File: src/rtl/nonrestoring_divider_pkg.sv
// Shared types and constants for the byte-serial non-restoring divider.
// Latency: n/a (types, constants and the state-to-control decode only).
// Backpressure: n/a.
package divider_pkg;

    localparam int WIDTH      = 8;
    localparam int ITERATIONS = 8;
    localparam int COUNT_W    = 3;

    typedef enum logic [2:0] {
        IDLE,
        LD_Q,
        LD_M,
        ITER,
        CORRECT,
        OUT_Q,
        OUT_R
    } state_t;

    // One bit per datapath action; the active bit follows the current state.
    typedef struct packed {
        logic ld_a;    // armed in IDLE, A loads only when enable is also high
        logic ld_q;
        logic ld_m;
        logic iter;
        logic corr;
        logic out_q;
        logic out_r;
        logic cnt_en;
    } ctrl_t;

    function automatic ctrl_t ctrl_of(input state_t s);
        ctrl_t c;
        c = '0;
        case (s)
            IDLE:    c.ld_a  = 1'b1;
            LD_Q:    c.ld_q  = 1'b1;
            LD_M:    c.ld_m  = 1'b1;
            ITER: begin
                c.iter   = 1'b1;
                c.cnt_en = 1'b1;
            end
            CORRECT: c.corr  = 1'b1;
            OUT_Q:   c.out_q = 1'b1;
            OUT_R:   c.out_r = 1'b1;
            default: c = '0;
        endcase
        return c;
    endfunction

endpackage

File: src/rtl/nonrestoring_divider_cu.sv
// Control FSM for the non-restoring divider: sequences load, iterate, correct, output.
// Latency: control vector is registered and tracks the state entered on each edge.
// Backpressure: none; enable is only looked at in IDLE.
module cu_nonrestoring
    import divider_pkg::*;
(
    input  logic  clk_i,
    input  logic  rst_i,
    input  logic  enable_i,
    input  logic  count_last_i,
    input  logic  a_sign_i,
    input  logic  ovf_i,
    output ctrl_t ctrl_o,
    output logic  corr_add_o
);

    state_t state_q;
    ctrl_t  ctrl_q;

    // State register and registered control vector, updated together
    always_ff @(posedge clk_i or posedge rst_i) begin
        if (rst_i) begin
            state_q <= IDLE;
            ctrl_q  <= ctrl_of(IDLE);
        end else begin
            case (state_q)
                IDLE: begin
                    if (enable_i) begin
                        state_q <= LD_Q;
                        ctrl_q  <= ctrl_of(LD_Q);
                    end
                end
                LD_Q: begin
                    state_q <= LD_M;
                    ctrl_q  <= ctrl_of(LD_M);
                end
                LD_M: begin
                    // An out-of-range divide skips straight to the result phase
                    if (ovf_i) begin
                        state_q <= OUT_Q;
                        ctrl_q  <= ctrl_of(OUT_Q);
                    end else begin
                        state_q <= ITER;
                        ctrl_q  <= ctrl_of(ITER);
                    end
                end
                ITER: begin
                    if (count_last_i) begin
                        state_q <= CORRECT;
                        ctrl_q  <= ctrl_of(CORRECT);
                    end
                end
                CORRECT: begin
                    state_q <= OUT_Q;
                    ctrl_q  <= ctrl_of(OUT_Q);
                end
                OUT_Q: begin
                    state_q <= OUT_R;
                    ctrl_q  <= ctrl_of(OUT_R);
                end
                OUT_R: begin
                    state_q <= IDLE;
                    ctrl_q  <= ctrl_of(IDLE);
                end
                default: begin
                    state_q <= IDLE;
                    ctrl_q  <= ctrl_of(IDLE);
                end
            endcase
        end
    end

    assign ctrl_o     = ctrl_q;
    // A negative partial remainder after the last step needs M added back
    assign corr_add_o = ctrl_q.corr & a_sign_i;

endmodule

File: src/rtl/nonrestoring_divider.sv
// Unsigned 2W/W non-restoring divider; operands in and results out byte-serially.
// Latency: enable edge 0 -> quotient after edge 11, remainder after edge 12 (2/3 on overflow).
// Backpressure: none; enable outside IDLE is dropped. Option macro: DIVIDER_OVF_CHECK_EN.
module nonrestoring_divider #(
    parameter int WIDTH = divider_pkg::WIDTH
) (
    input  logic             clk,
    input  logic             rst,
    input  logic             enable,
    input  logic [WIDTH-1:0] inbus,
    output logic             done,
    output logic             err,
    output logic [WIDTH-1:0] outbus
);
    import divider_pkg::*;

    ctrl_t              ctrl;
    logic               corr_add;
    logic [WIDTH:0]     a_q;
    logic [WIDTH-1:0]   q_q;
    logic [WIDTH-1:0]   m_q;
    logic [COUNT_W-1:0] cnt_q;
    logic [WIDTH:0]     shift_d;
    logic [WIDTH:0]     a_iter_d;
    logic [WIDTH:0]     a_corr_d;
    logic               count_last;
    logic               ovf;
    logic               done_q;
    logic [WIDTH-1:0]   outbus_q;

    // Shift A:Q left by one, then subtract or add M depending on the sign of A
    assign shift_d    = {a_q[WIDTH-1:0], q_q[WIDTH-1]};
    assign a_iter_d   = a_q[WIDTH] ? (shift_d + {1'b0, m_q}) : (shift_d - {1'b0, m_q});
    assign a_corr_d   = a_q + {1'b0, m_q};
    assign count_last = (cnt_q == COUNT_W'(ITERATIONS - 1));

`ifdef DIVIDER_OVF_CHECK_EN
    logic err_q;
    // Quotient cannot fit in WIDTH bits unless the dividend high byte is below the divisor
    assign ovf = (inbus == '0) || (a_q[WIDTH-1:0] >= inbus);
    assign err = err_q;
`else
    assign ovf = 1'b0;
    assign err = 1'b0;
`endif

    cu_nonrestoring u_cu (
        .clk_i        (clk),
        .rst_i        (rst),
        .enable_i     (enable),
        .count_last_i (count_last),
        .a_sign_i     (a_q[WIDTH]),
        .ovf_i        (ovf),
        .ctrl_o       (ctrl),
        .corr_add_o   (corr_add)
    );

    // Operand capture, one non-restoring step per ITER cycle, final remainder fix-up
    always_ff @(posedge clk or posedge rst) begin
        if (rst) begin
            a_q <= '0;
            q_q <= '0;
            m_q <= '0;
        end else begin
            if (ctrl.ld_a && enable) a_q <= {1'b0, inbus};
            if (ctrl.ld_q)           q_q <= inbus;
            if (ctrl.ld_m)           m_q <= inbus;
            if (ctrl.iter) begin
                a_q <= a_iter_d;
                q_q <= {q_q[WIDTH-2:0], ~a_iter_d[WIDTH]};
            end
            if (corr_add)            a_q <= a_corr_d;
        end
    end

    // Iteration counter: cleared when the divisor loads, counts ITER cycles
    always_ff @(posedge clk or posedge rst) begin
        if (rst) begin
            cnt_q <= '0;
        end else if (ctrl.ld_m) begin
            cnt_q <= '0;
        end else if (ctrl.cnt_en) begin
            cnt_q <= cnt_q + 1'b1;
        end
    end

`ifdef DIVIDER_OVF_CHECK_EN
    // Result bus registers: quotient, then remainder; forced FF/00 with err on overflow
    always_ff @(posedge clk or posedge rst) begin
        if (rst) begin
            done_q   <= 1'b0;
            outbus_q <= '0;
            err_q    <= 1'b0;
        end else if (ctrl.ld_m && ovf) begin
            done_q   <= 1'b1;
            outbus_q <= '1;
            err_q    <= 1'b1;
        end else if (ctrl.corr) begin
            done_q   <= 1'b1;
            outbus_q <= q_q;
        end else if (ctrl.out_q) begin
            outbus_q <= err_q ? '0 : a_q[WIDTH-1:0];
        end else if (ctrl.out_r) begin
            done_q   <= 1'b0;
            outbus_q <= '0;
            err_q    <= 1'b0;
        end
    end
`else
    // Result bus registers: quotient during OUT_Q, remainder during OUT_R, zero otherwise
    always_ff @(posedge clk or posedge rst) begin
        if (rst) begin
            done_q   <= 1'b0;
            outbus_q <= '0;
        end else if (ctrl.corr) begin
            done_q   <= 1'b1;
            outbus_q <= q_q;
        end else if (ctrl.out_q) begin
            outbus_q <= a_q[WIDTH-1:0];
        end else if (ctrl.out_r) begin
            done_q   <= 1'b0;
            outbus_q <= '0;
        end
    end
`endif

    assign done   = done_q;
    assign outbus = outbus_q;

endmodule

File: config.mk
export PLATFORM = sky130hd
export DESIGN_NAME = nonrestoring_divider
export DESIGN_NICKNAME = d
export VERILOG_FILES = /design/src/rtl/nonrestoring_divider_pkg.sv /design/src/rtl/nonrestoring_divider_cu.sv /design/src/rtl/nonrestoring_divider.sv
export SDC_FILE = /design/constraint.sdc
export NUM_CORES = 1
export LEC_CHECK = 0
export CAP_MARGIN = 0
export CORE_ASPECT_RATIO = 0.6
export CORE_UTILIZATION = 61
export CTS_BUF_LIST = sky130_fd_sc_hd__clkbuf_4 sky130_fd_sc_hd__clkbuf_8
export DETAILED_ROUTE_END_ITERATION = 16
export GPL_ROUTABILITY_DRIVEN = 0
export HOLD_SLACK_MARGIN = 0.02
export PLACE_DENSITY_LB_ADDON = 0.3
export SYNTH_ARGS = -nofsm -noshare
export SYNTH_HDL_FRONTEND = slang
export SYNTH_SLANG_ARGS = --single-unit
File: constraint.sdc
create_clock -name clk -period 3.45 [get_ports clk]
set_input_delay 0.345 -clock clk [delete_from_list [all_inputs] [get_ports clk]]
set_output_delay 0.345 -clock clk [all_outputs]
set_load 0.005 [all_outputs]
Word level (Yosys, flattened, before mapping)
Index checks and enable logic that the tools add are counted.
{"block": "op_classes", "n_addsub": 4, "multipliers": 0, "n_div": 0, "order_cmp": 0, "n_eq_ne": 9, "shift": 0, "muxes": 20, "bitwise_logic": 2, "n_reduce_logical": 9}
{"cell": "8-bit 2-to-1 mux", "n": 7}
{"cell": "8-bit one-hot mux with 6 select lines", "n": 1}
{"cell": "9-bit 2-to-1 mux", "n": 4}
{"cell": "9-bit by 8-bit adder with 9-bit output", "n": 2}
{"cell": "3-bit one-hot mux with 6 select lines", "n": 1}
{"cell": "3-bit 2-to-1 mux", "n": 4}
{"cell": "3-bit == test, second input constant", "n": 3}
{"cell": "9-bit by 8-bit subtractor with 9-bit output", "n": 1}
{"cell": "3-bit by 2-bit == test with 1-bit output, second input constant", "n": 2}
{"cell": "2-bit nonzero test", "n": 3}
{"cell": "3-bit nonzero test", "n": 2}
{"cell": "2-bit inequality test, second input constant", "n": 2}
{"cell": "2-bit AND reduction", "n": 2}
{"cell": "3-bit by 1-bit adder with 3-bit output, second input constant", "n": 1}
{"cell": "3-bit by 1-bit == test with 1-bit output, second input constant", "n": 1}
{"cell": "3-bit zero test", "n": 1}
{"cell": "1-bit 2-to-1 mux", "n": 3}
{"cell": "2-bit by 1-bit inequality test with 1-bit output, second input constant", "n": 1}
{"cell": "1-bit bitwise AND", "n": 1}
{"cell": "1-bit logical AND", "n": 1}
{"cell": "1-bit NOT", "n": 1}
{"block": "word_totals", "ff_bits": 48, "latch_bits": 0, "mem_bits_rw": 0, "rom_bits": 0, "inputBits": 11, "out_inout_bits": 10, "word_cells": 59, "mem_count": 0}

Depth between registers and ports, before layout
{"block": "logic_depth", "word_depth": 4, "mapped_depth": 12, "ltp_nobuf": 12}

Hierarchy
From an unflattened synthesis, not the netlist that was laid out.
{"block": "hier_totals", "cells_unflattened": 331, "hier_area_um2": 3096.7}
{"mod": "nonrestoring_divider", "n_inst": 1, "cells_each": 286, "area_per_inst_um2": 2606.2, "seq_area_each_um2": 925.9}
{"mod": "cu_nonrestoring", "n_inst": 1, "cells_each": 45, "area_per_inst_um2": 490.5, "seq_area_each_um2": 251.5}

Least setup slack after synthesis
OpenSTA, ideal clock, no wires.
{"block": "synth_timing", "path_kind": "register to register", "from": "register m_q[1]", "to": "register a_q[8]", "setup_time_ns": 0.123, "t_arrival_ns": 2.437, "t_required_ns": 3.327, "path_slack_ns": 0.890, "path_stages_with_launch": 13, "path_buffers": 0, "period_less_slack_ns": 2.560, "cell_sequence": "dfrtp_1 inv_1 ha_1 nor3b_1 nor2_1 xnor2_1 ha_1 a21oi_1 nor2b_1 a41o_1 o41ai_4 xnor2_1 o221a_1"}
{"block": "synth_between", "elab_chain_cells": 4, "word_cells_on_any_way": 6, "cone_classes": "add/sub: 3; mux: 3"}
{"item": "from (decl)", "line_no": "nonrestoring_divider.sv:21", "rtl": "logic [WIDTH-1:0] m_q;"}
{"item": "from (signal assigned)", "line_no": "nonrestoring_divider.sv:67", "rtl": "if (ctrl.ld_m) m_q <= inbus;"}
{"item": "9-bit by 8-bit subtractor with 9-bit output or 9-bit by 8-bit adder with 9-bit output (tied branches)", "line_no": "nonrestoring_divider.sv:33", "rtl": "assign a_iter_d = a_q[WIDTH] ? (shift_d + {1'b0, m_q}) : (shift_d - {1'b0, m_q});"}
{"item": "9-bit 2-to-1 mux", "line_no": "nonrestoring_divider.sv:33"}
{"item": "9-bit 2-to-1 mux", "line_no": "nonrestoring_divider.sv:68", "rtl": "if (ctrl.iter) begin"}
{"item": "9-bit 2-to-1 mux (*)", "line_no": "nonrestoring_divider.sv:72", "rtl": "if (corr_add) a_q <= a_corr_d;"}
{"item": "to (signal assigned)", "line_no": "nonrestoring_divider.sv:65", "rtl": "if (ctrl.ld_a && enable) a_q <= {1'b0, inbus};"}
{"item": "to (signal assigned)", "line_no": "nonrestoring_divider.sv:69", "rtl": "a_q <= a_iter_d;"}
{"item": "to (signal assigned)", "line_no": "nonrestoring_divider.sv:72"}
{"item": "to (decl)", "line_no": "nonrestoring_divider.sv:19", "rtl": "logic [WIDTH:0] a_q;"}
Every way passes the cells marked *; elsewhere a longest branch is shown, timed or not.
A chain may end at the register's enable or synchronous reset.

Worst setup path after layout
Ends and elaborated chain as after synthesis.

==> out/results.ini <==
[outcome]
outcome = finished, final reports clean

[setup_path]
worst_ep_required_time_ns = 3.63
setup.worst_path.start_class = flip-flop
cp-end-kind = flip-flop
critPathKind = reg2reg
cp_data_arrival_time_ns = 3.04
timing.critical_path.buf_inv = 1
critPathMaxStageDelay_ns = 0.42
reg2reg_slack_ns = 0.59
crit_fanout = 5
crit_family = compound AO/OA/AOI/OAI gates
worstPathCellList = inv_1, ha_1, nor3b_1, nor2_1, xnor2_1, ha_1, a21oi_1, nor2b_1, a41o_1, o41ai_4, xnor2_1, o221a_1
crit_path_top_delay_cell = dfrtp_1

[cells_and_area]
antennaDiodeCount = 0
final_common_cell = dfrtp_1
final_cell_mix = 46 x dfrtp_1, 32 x o21ai_0, 31 x nand2_1
drive_above_1_share_pct = 6.08
fillers = 350
area_growth_pct = 10.2
nNetsFinal = 360

[timing]
tns_ns = 0
finalHoldViolCount = 0
fin_crit_ns = 2.86
drv_slew = 0
worst_pin_slew_ns = 0.951
fin_skew_ns = 0.00689
rsz0062_at_grt = false
fmax_ghz = 0.350
period_share_pct = 82.8
finalSetupViolCount = 0
maxSlewHeadroom_pct = 36.5

[logic_synthesis]
synth-seq-cells = 47
yosysSeqAreaShare_pct = 39.8
syn_area_mm2 = 0.00296
yosys_warnings = 0
synth.top_cell.area_share_pct = 38.9
synth-main-ff-cell = dfrtp_1
syn_area_per_cell_um2 = 9.30
synth.area.top_cells = dfrtp_1 39%, ha_1 8.0%, o21ai_0 5.4%
async_flop_share_pct = 100
postSynthCellCount = 318
yosysUniqueCellTypes = 45
syn-num-nets = 350
synth-edff-count = 0
synth_top_area_cell = dfrtp_1

[floorplanning]
rows = 19
initial_core_util_pct = 64.1
core-area_mm2 = 0.00461
dieWidth_um = 91.9
pin_count = 21
die_h_um = 55.9
dieArea_mm2 = 0.00514

[detailed_routing]
drc = 0
first_pass_iters = 5
drt_wl_total_um = 7080
drt_iter0_drc = 241
postRouteAntennaNets = 0
num_vias = 2473
post_drt_wl_per_cell_um = 18.1
avgViaCountPerCell = 6.31

[clock_network]
numCtsBuffers = 5
post-cts-setup-buffer-count = 0
h-tree-depth = 2
cts.clk_slew.worst_paths_ns = 0.09
clock_sinks = 47
cts_tree = yes
clock_path_buffers = 2
clk_root_buffer_cell = clkbuf_8
ctsHoldBuffers = 0
cts_resized = 0
clk_latency_ns = 0.29

[job]
maxCapViolations = 0

[placement]
port-buffer-count = 19
place_hpwl_um = 5190

[global_route]
grt_pass1_vias = 2343
track_usage_pct = 29.6
antenna_found_initial = 0
grt_start_max_net_pins = 48
grt_overflow = 0
grt_pass1_wl_um = 11500

[hold_path]
hold_class = reg2reg

## metrics by stage
stage               setup WS [ns]  cell area [µm²]  hold WS (ns)  cells  utilization, %
finish                      0.593             3260         0.501    392            70.7
global route                0.335             3260         0.543    392            70.7
CTS                         0.625             3260         0.497    392            70.7
detailed placement          0.644             3150         0.477    384            68.2
global placement            0.754             3150         0.464    384            68.2
floorplan                   0.890             2960         0.466    318               -
## final timing paths
kind | startpoint | to | depth (start not counted)
worst max-delay path | m_q[1]$_DFFE_PP0P_ | a_q[8]$_DFFE_PP0P_ | 12
worst min-delay path | done$_DFFE_PP0P_ | done$_DFFE_PP0P_ | 1
worst min register to register | done$_DFFE_PP0P_ | done$_DFFE_PP0P_ | 1
worst max register to register | m_q[1]$_DFFE_PP0P_ | a_q[8]$_DFFE_PP0P_ | 12
max in group asynchronous | rst | a_q[1]$_DFFE_PP0P_ | 2
min in group asynchronous | rst | outbus[6]$_DFFE_PP0P_ | 2
## per-layer routing
metal / up-vias / wire, µm / global-route usage [%]
met1: 1187 / 3370 / 45.5
met2: 128 / 3010 / 41.9
met5: - / 0 / 0
met4: 0 / 70 / 7.81
li1: 1147 / - / -
met3: 11 / 632 / 6.97
## cells by family (layout without fill, tap and decap cells)
logic type / Yosys count / count (layout) / synth area share (%)
compound gates: 96 / 96 / 20.6
xor+xnor: 18 / 18 / 5.33
simple gates: 85 / 85 / 13.2
buf+inv: 31 / 42 / 4.78
fa+ha+maj: 21 / 21 / 9.39
flops: 47 / 47 / 39.8
mux: 19 / 19 / 6.73
other cells: 1 / 1 / 0.127
## area by class of cell
class / instances / area, µm² / area share (%)
multi-input cells: 240 / 1640 / 50.3
flip-flops and latches: 47 / 1180 / 36.1
repair buffers: 20 / 198 / 6.07
clock buffers: 7 / 83.8 / 2.57
well taps: 63 / 78.8 / 2.42
inverters: 14 / 52.6 / 1.61
clock inverters: 1 / 30.0 / 0.921
## synth_stat cells, types with 2 or more instances
cell type,number
dfrtp_1,46
fa_1,2
mux2_2,7
nand2b_1,6
ha_1,19
a31oi_1,2
xor2_1,10
a211oi_1,5
o21ai_0,32
xnor2_1,8
o211ai_1,2
clkbuf_8,2
or3_1,2
inv_1,14
nor2b_1,6
nor3b_1,2
clkbuf_1,13
o21a_1,3
a22oi_1,8
and3_1,2
nand2_1,31
nand3_1,7
a21oi_1,24
nor2_1,22
nor3_1,4
a21o_1,6
o221ai_1,2
mux2i_1,12
o22ai_1,3
## flip-flops by register name (all words and copies together), names as in the netlist
signal	flops
a_q	9
cnt_q	3
done	1
m_q	8
outbus	8
q_q	8
u_cu.ctrl_o	7
u_cu.state_q	3
Power is left out: the tool's default activity adds up to more than one toggle a clock period on the data nets, which glitch-free logic cannot reach.
